`src/rtl/dbg_commit_trace.sv`:
```
// Commit-trace FIFO between retire and the debug host, with halt FSM and counters.
// Drop or stall on full; retire and drop counters.
module dbg_commit_trace #(
  parameter int XLEN         = 32,
  parameter int DEPTH        = 8,
  parameter int CSR_AW       = 12,
  parameter int DROP_ON_FULL = 0,
  parameter int CNT_W        = 32
) (
  input  logic                       clk,
  input  logic                       reset,
  input  logic                       cm_valid,
  output logic                       cm_ready,
  input  logic [XLEN-1:0]            cm_pc,
  input  logic [XLEN-1:0]            cm_inst,
  input  logic                       cm_gpr_wen,
  input  logic [4:0]                 cm_gpr_waddr,
  input  logic [XLEN-1:0]            cm_gpr_wdata,
  input  logic                       cm_csr_wen,
  input  logic [CSR_AW-1:0]          cm_csr_waddr,
  input  logic [XLEN-1:0]            cm_csr_wdata,
  input  logic                       cm_brk,
  input  logic                       cm_ivd,
  output logic                       tr_valid,
  input  logic                       tr_ready,
  output logic [4*XLEN+CSR_AW+8:0]   tr_rec,
  input  logic                       resume,
  output logic                       halted,
  output logic [1:0]                 halt_cause,
  output logic [CNT_W-1:0]           retire_cnt,
  output logic [CNT_W-1:0]           drop_cnt
);

  localparam int AW = $clog2(DEPTH);
  localparam int RW = 4*XLEN + CSR_AW + 9;

  typedef enum logic [1:0] {
    RUN   = 2'd0,
    DRAIN = 2'd1,
    HALT  = 2'd2
  } state_t;

  state_t           state_q;
  logic [1:0]       cause_q;
  logic [AW:0]      wptr_q, wptr_d;
  logic [AW:0]      rptr_q, rptr_d;
  logic [RW-1:0]    mem_q [DEPTH];
  logic [CNT_W-1:0] ret_q, ret_d;
  logic [CNT_W-1:0] drop_q, drop_d;

  logic          full, empty;
  logic          pop, acc, wr, drop, trap;
  logic [RW-1:0] rec_in;

  assign empty = (wptr_q == rptr_q);
  assign full  = (wptr_q[AW] != rptr_q[AW]) &&
                 (wptr_q[AW-1:0] == rptr_q[AW-1:0]);

  assign rec_in = {cm_brk, cm_ivd,
                   cm_csr_wen, cm_csr_waddr, cm_csr_wdata,
                   cm_gpr_wen, cm_gpr_waddr, cm_gpr_wdata,
                   cm_inst, cm_pc};

  always_comb begin
    cm_ready = 1'b0;
    if (state_q == RUN)
      cm_ready = (DROP_ON_FULL != 0) ? 1'b1 : !full;
  end

  // In drop mode a pop in the same cycle frees the slot for the push.
  assign pop  = !empty && tr_ready;
  assign acc  = cm_valid && cm_ready;
  assign wr   = acc && (!full || pop);
  assign drop = acc && full && !pop;
  assign trap = wr && (cm_brk || cm_ivd);

  always_comb begin
    wptr_d = wptr_q;
    rptr_d = rptr_q;
    ret_d  = ret_q;
    drop_d = drop_q;
    if (wr) begin
      wptr_d = wptr_q + (AW+1)'(1);
      ret_d  = ret_q + CNT_W'(1);
    end
    if (pop)
      rptr_d = rptr_q + (AW+1)'(1);
    if (drop && (drop_q != {CNT_W{1'b1}}))
      drop_d = drop_q + CNT_W'(1);
  end

  always_ff @(posedge clk or posedge reset) begin
    if (reset) begin
      wptr_q <= '0;
      rptr_q <= '0;
      ret_q  <= '0;
      drop_q <= '0;
    end else begin
      wptr_q <= wptr_d;
      rptr_q <= rptr_d;
      ret_q  <= ret_d;
      drop_q <= drop_d;
    end
  end

  always_ff @(posedge clk) begin
    if (wr)
      mem_q[wptr_q[AW-1:0]] <= rec_in;
  end

  always_ff @(posedge clk or posedge reset) begin
    if (reset) begin
      state_q <= RUN;
      cause_q <= 2'b00;
    end else begin
      unique case (state_q)
        RUN: begin
          if (trap) begin
            state_q <= DRAIN;
            cause_q <= cm_ivd ? 2'b10 : 2'b01;
          end
        end
        DRAIN: begin
          if (empty)
            state_q <= HALT;
        end
        HALT: begin
          if (resume) begin
            state_q <= RUN;
            cause_q <= 2'b00;
          end
        end
        default: state_q <= RUN;
      endcase
    end
  end

  assign tr_valid   = !empty;
  assign tr_rec     = mem_q[rptr_q[AW-1:0]];
  assign halted     = (state_q == HALT);
  assign halt_cause = cause_q;
  assign retire_cnt = ret_q;
  assign drop_cnt   = drop_q;

endmodule

```
`config.mk`:
```
export PLATFORM = sky130hd
export DESIGN_NAME = dbg_commit_trace
export DESIGN_NICKNAME = d
export VERILOG_FILES = /design/src/rtl/dbg_commit_trace.sv
export SDC_FILE = /design/constraint.sdc
export NUM_CORES = 1
export LEC_CHECK = 0
export CAP_MARGIN = 20
export CORE_MARGIN = 3
export CORE_UTILIZATION = 55
export DETAILED_ROUTE_END_ITERATION = 16
export PLACE_DENSITY = 0.76
export SLEW_MARGIN = 20
export SYNTH_ARGS = -nofsm -noshare
export SYNTH_HDL_FRONTEND = slang
export SYNTH_SLANG_ARGS = --single-unit
export TNS_END_PERCENT = 1
```
`constraint.sdc`:
```
create_clock -name clk -period 20.9 [get_ports clk]
set_input_delay 4.18 -clock clk [delete_from_list [all_inputs] [get_ports clk]]
set_output_delay 4.18 -clock clk [all_outputs]
set_load 0.05 [all_outputs]
```
==> flow_summary.ini <==
[synthesis]
syn-num-nets = 2146
synth_adder_area_share = 0.0007870
synth_simple_gate_area_frac = 0.01128
synthMuxAreaShare = 0.1761
yosysWarnings = 0
ys_types = 43
ys_seq_area_frac = 0.7904
synth_cells = 1989
synth_compound_area_frac = 0.001233
synth.ff_latch_count = 1268
synthXorXnorAreaFrac = 0.008001
syn_area_sq_um = 47690
synth_top_family_by_area = multiplexers
syn_area_per_cell_sq_um = 23.98

[worst_setup_path]
crit_buf_inv = 3
end_kind = primary output
cp_max_fo = 48
cpMaxStageDelayCell = dfrtp_4
reg2reg_depth = 7
cpMostUsedCell = buf_4
path_class = flip-flop to primary output
path_cells = buf_4 -> buf_4 -> mux4_2 -> mux2_2 -> clkdlybuf4s50_1
slowest_delay_ns = 1.00
critPathLaunch = rptr_q[0]
r2r_setup_slack_ns = 15.45
crit_required_ns = 16.72
cp_data_arrival_time_ns = 5.20
rr_startpoint = rptr_q[1]
startpoint_type = flip-flop
cp_top_family = buffers and inverters
cp.depth = 5

[clock_network]
cts_buffers = 119
h-tree-depth = 3
cts_resized = 0
clock-root-buffer = clkbuf_16
clk_latency_ns = 0.71
clkSinkCount = 1268
hold_buffers = 0
cts.reportedPaths.clkPinSlew_ns = 0.06
post-cts-setup-buffers = 0
cts_tree = yes
clock_path_buffers = 3

[detailed_routing]
post_drt_wl_per_cell_microns = 26.27
viasPerCell = 5.866
vias = 21471
dr.pass1.iters = 5
drt.antenna.violating_nets = 0
wl_mm = 96.14
drc = 0
drt-initial-drc-count = 1680

[floorplan]
start_util = 0.5575
design.die.area_sq_um = 90290
io_pins = 372
num_rows = 107
die_w_microns = 300.5
fp.dieH_microns = 300.5
core_area_sq_um = 85550

[final_layout]
multiInputGateArea_sq_um = 9462
area_growth_pct = 18.91
num-nets-final = 2561
drive_above_1_share = 0.2791
register_area_sq_um = 37710
fillers = 5226
fin_cells = 3660

[place]
dp.final_hpwl_mm = 53.22
dp.cells = 3426
portBuffers = 371
routabilityCongestion = 0.7864

[worst_hold_path]
min_path_type = flip-flop to flip-flop
hold_depth = 0
hold_path_startpoint = drop_cnt[23]

[timing]
setup-tns-final_ns = 0
period_needed_ns = 9.384
finalCritPeriodShare = 0.4490
rsz0062_at_grt = false
hold_viol = 0
worst_pin_slew_ns = 1.060
finalClockSkew_ns = 0.01628
slew_headroom = 0.2933
setup_violations = 0
fmax_ghz = 0.1066
finalMaxSlewViolations = 0

[job]
drv_cap = 0

[power_and_ir_drop]
power.density_nw_per_um2 = 147.4
vdd_drop_max_v = 0.0001377
leakage_nw = 18.31

[grt]
grt_pass1_wl_mm = 145.6
antenna_found_initial = 11
grt_max_degree = 125
gr-usage-all-layers = 0.2177
gr-total-overflow = 0
grt_pass1_vias = 22766

[status]
outcome = finished, final reports clean
-- logic make-up after synthesis --
logic type,Yosys count
DFF,1268
muxes,448
buffers and inverters,131
and+or+nand+nor,90
xor gates and xnor gates,41
AOI/OAI and AO/OA,8
adders and majority gates,3
-- metal layers --
layer / up-vias / wire [microns] / share of wire / GRT usage
met3: 129 / 6134 / 0.064 / 0.05068
met4: 6 / 2178 / 0.023 / 0.05906
met2: 668 / 50290 / 0.52 / 0.3725
li1: 9196 / - / - / -
met1: 11472 / 37500 / 0.39 / 0.2840
met5: - / 38 / 0.00040 / 0
-- worst paths after layout --
path	endpoint
max	tr_rec[88]
min	drop_cnt[23]
max reg2reg	mem_q[7][129]
min reg2reg	drop_cnt[23]
max in group asynchronous	rptr_q[2]
min in group asynchronous	drop_cnt[7]
-- report_power, final --
group          total, mW  switching [mW]  internal (mW)  leakage [nW]
clock               2.14           0.897           1.24          1.95
sequential          3.17           0.136           3.04          11.8
combinational       3.05            1.81           1.24          4.61
-- metrics by stage --
step	area, sq um	power (mW)	worst slack (ns)	util	hold slack, ns
detailed placement	52710	6.304	12.11	0.6162	0.3645
floorplan	47690	5.458	0.08425	-	0.4604
global route	56700	8.680	11.03	0.6628	0.3852
CTS	56660	8.452	11.32	0.6624	0.3779
global placement	52680	6.256	12.17	0.6158	0.3637
finish	56710	8.360	11.52	0.6629	0.3734
-- synth_stat cells --
master / count / share of area
a41oi_2: 1 / 0.00034
nand4_1: 5 / 0.00066
nor3_1: 10 / 0.0010
nand3_2: 1 / 0.00021
nand2_1: 22 / 0.0017
a221oi_1: 1 / 0.00018
o22ai_1: 1 / 0.00013
or3b_4: 1 / 0.00024
nor4b_1: 1 / 0.00018
buf_4: 11 / 0.0017
edfxtp_1: 1192 / 0.75
clkbuf_1: 62 / 0.0049
nand2b_1: 2 / 0.00026
mux4_2: 298 / 0.14
buf_1: 16 / 0.0013
o21ai_0: 2 / 0.00021
xnor2_1: 17 / 0.0031
or3_4: 1 / 0.00024
nor2_4: 1 / 0.00024
and4_1: 4 / 0.00073
dfrtp_1: 76 / 0.040
buf_6: 1 / 0.00024
nor2_1: 11 / 0.00087
nor2b_1: 1 / 0.00013
mux2_2: 150 / 0.035
or3_1: 1 / 0.00013
ha_1: 3 / 0.00079
a21oi_1: 2 / 0.00021
a22oi_1: 1 / 0.00016
nor3b_1: 5 / 0.00079
and3_1: 1 / 0.00013
buf_2: 32 / 0.0034
xnor2_2: 3 / 0.0010
inv_1: 9 / 0.00071
nand3_4: 1 / 0.00037
nor4_1: 1 / 0.00013
nand4b_1: 1 / 0.00018
nand3_1: 12 / 0.0013
and2_1: 1 / 0.00013
xor2_1: 21 / 0.0039
and4_4: 2 / 0.00047
nor4_2: 2 / 0.00052
nor3_2: 3 / 0.00063
-- layout by cell type (no fill, tap or decap), types with 10 or more instances in the layout --
master and instances:
nand3_1 12, clkbuf_16 123, clkdlybuf4s50_1 371, xnor2_1 17
bufinv_16 12, buf_4 42, mux2_2 150, clkinv_1 26
nor2_1 10, edfxtp_1 1192, dfrtp_1 73, mux4_2 298
xor2_1 21, clkbuf_1 20, clkinv_2 27, nand2_1 22
-- layout make-up --
class / count / area share
antenna: 8 / 0.0003530
clock buffer: 148 / 0.05681
clock inverter: 77 / 0.01288
inverter: 9 / 0.0005957
multi-input combinational: 590 / 0.1668
sequential: 1268 / 0.6649
tap: 1144 / 0.02524
timing repair buffer: 416 / 0.07237
-- state kept, by name, summed over array words and instances (netlist names) --
signal,count
wptr_q,4
state_q,2
mem_q,1192
retire_cnt,32
halt_cause,2
drop_cnt,32
rptr_q,4
No activity file was read; power rests on OpenSTA's default activity.
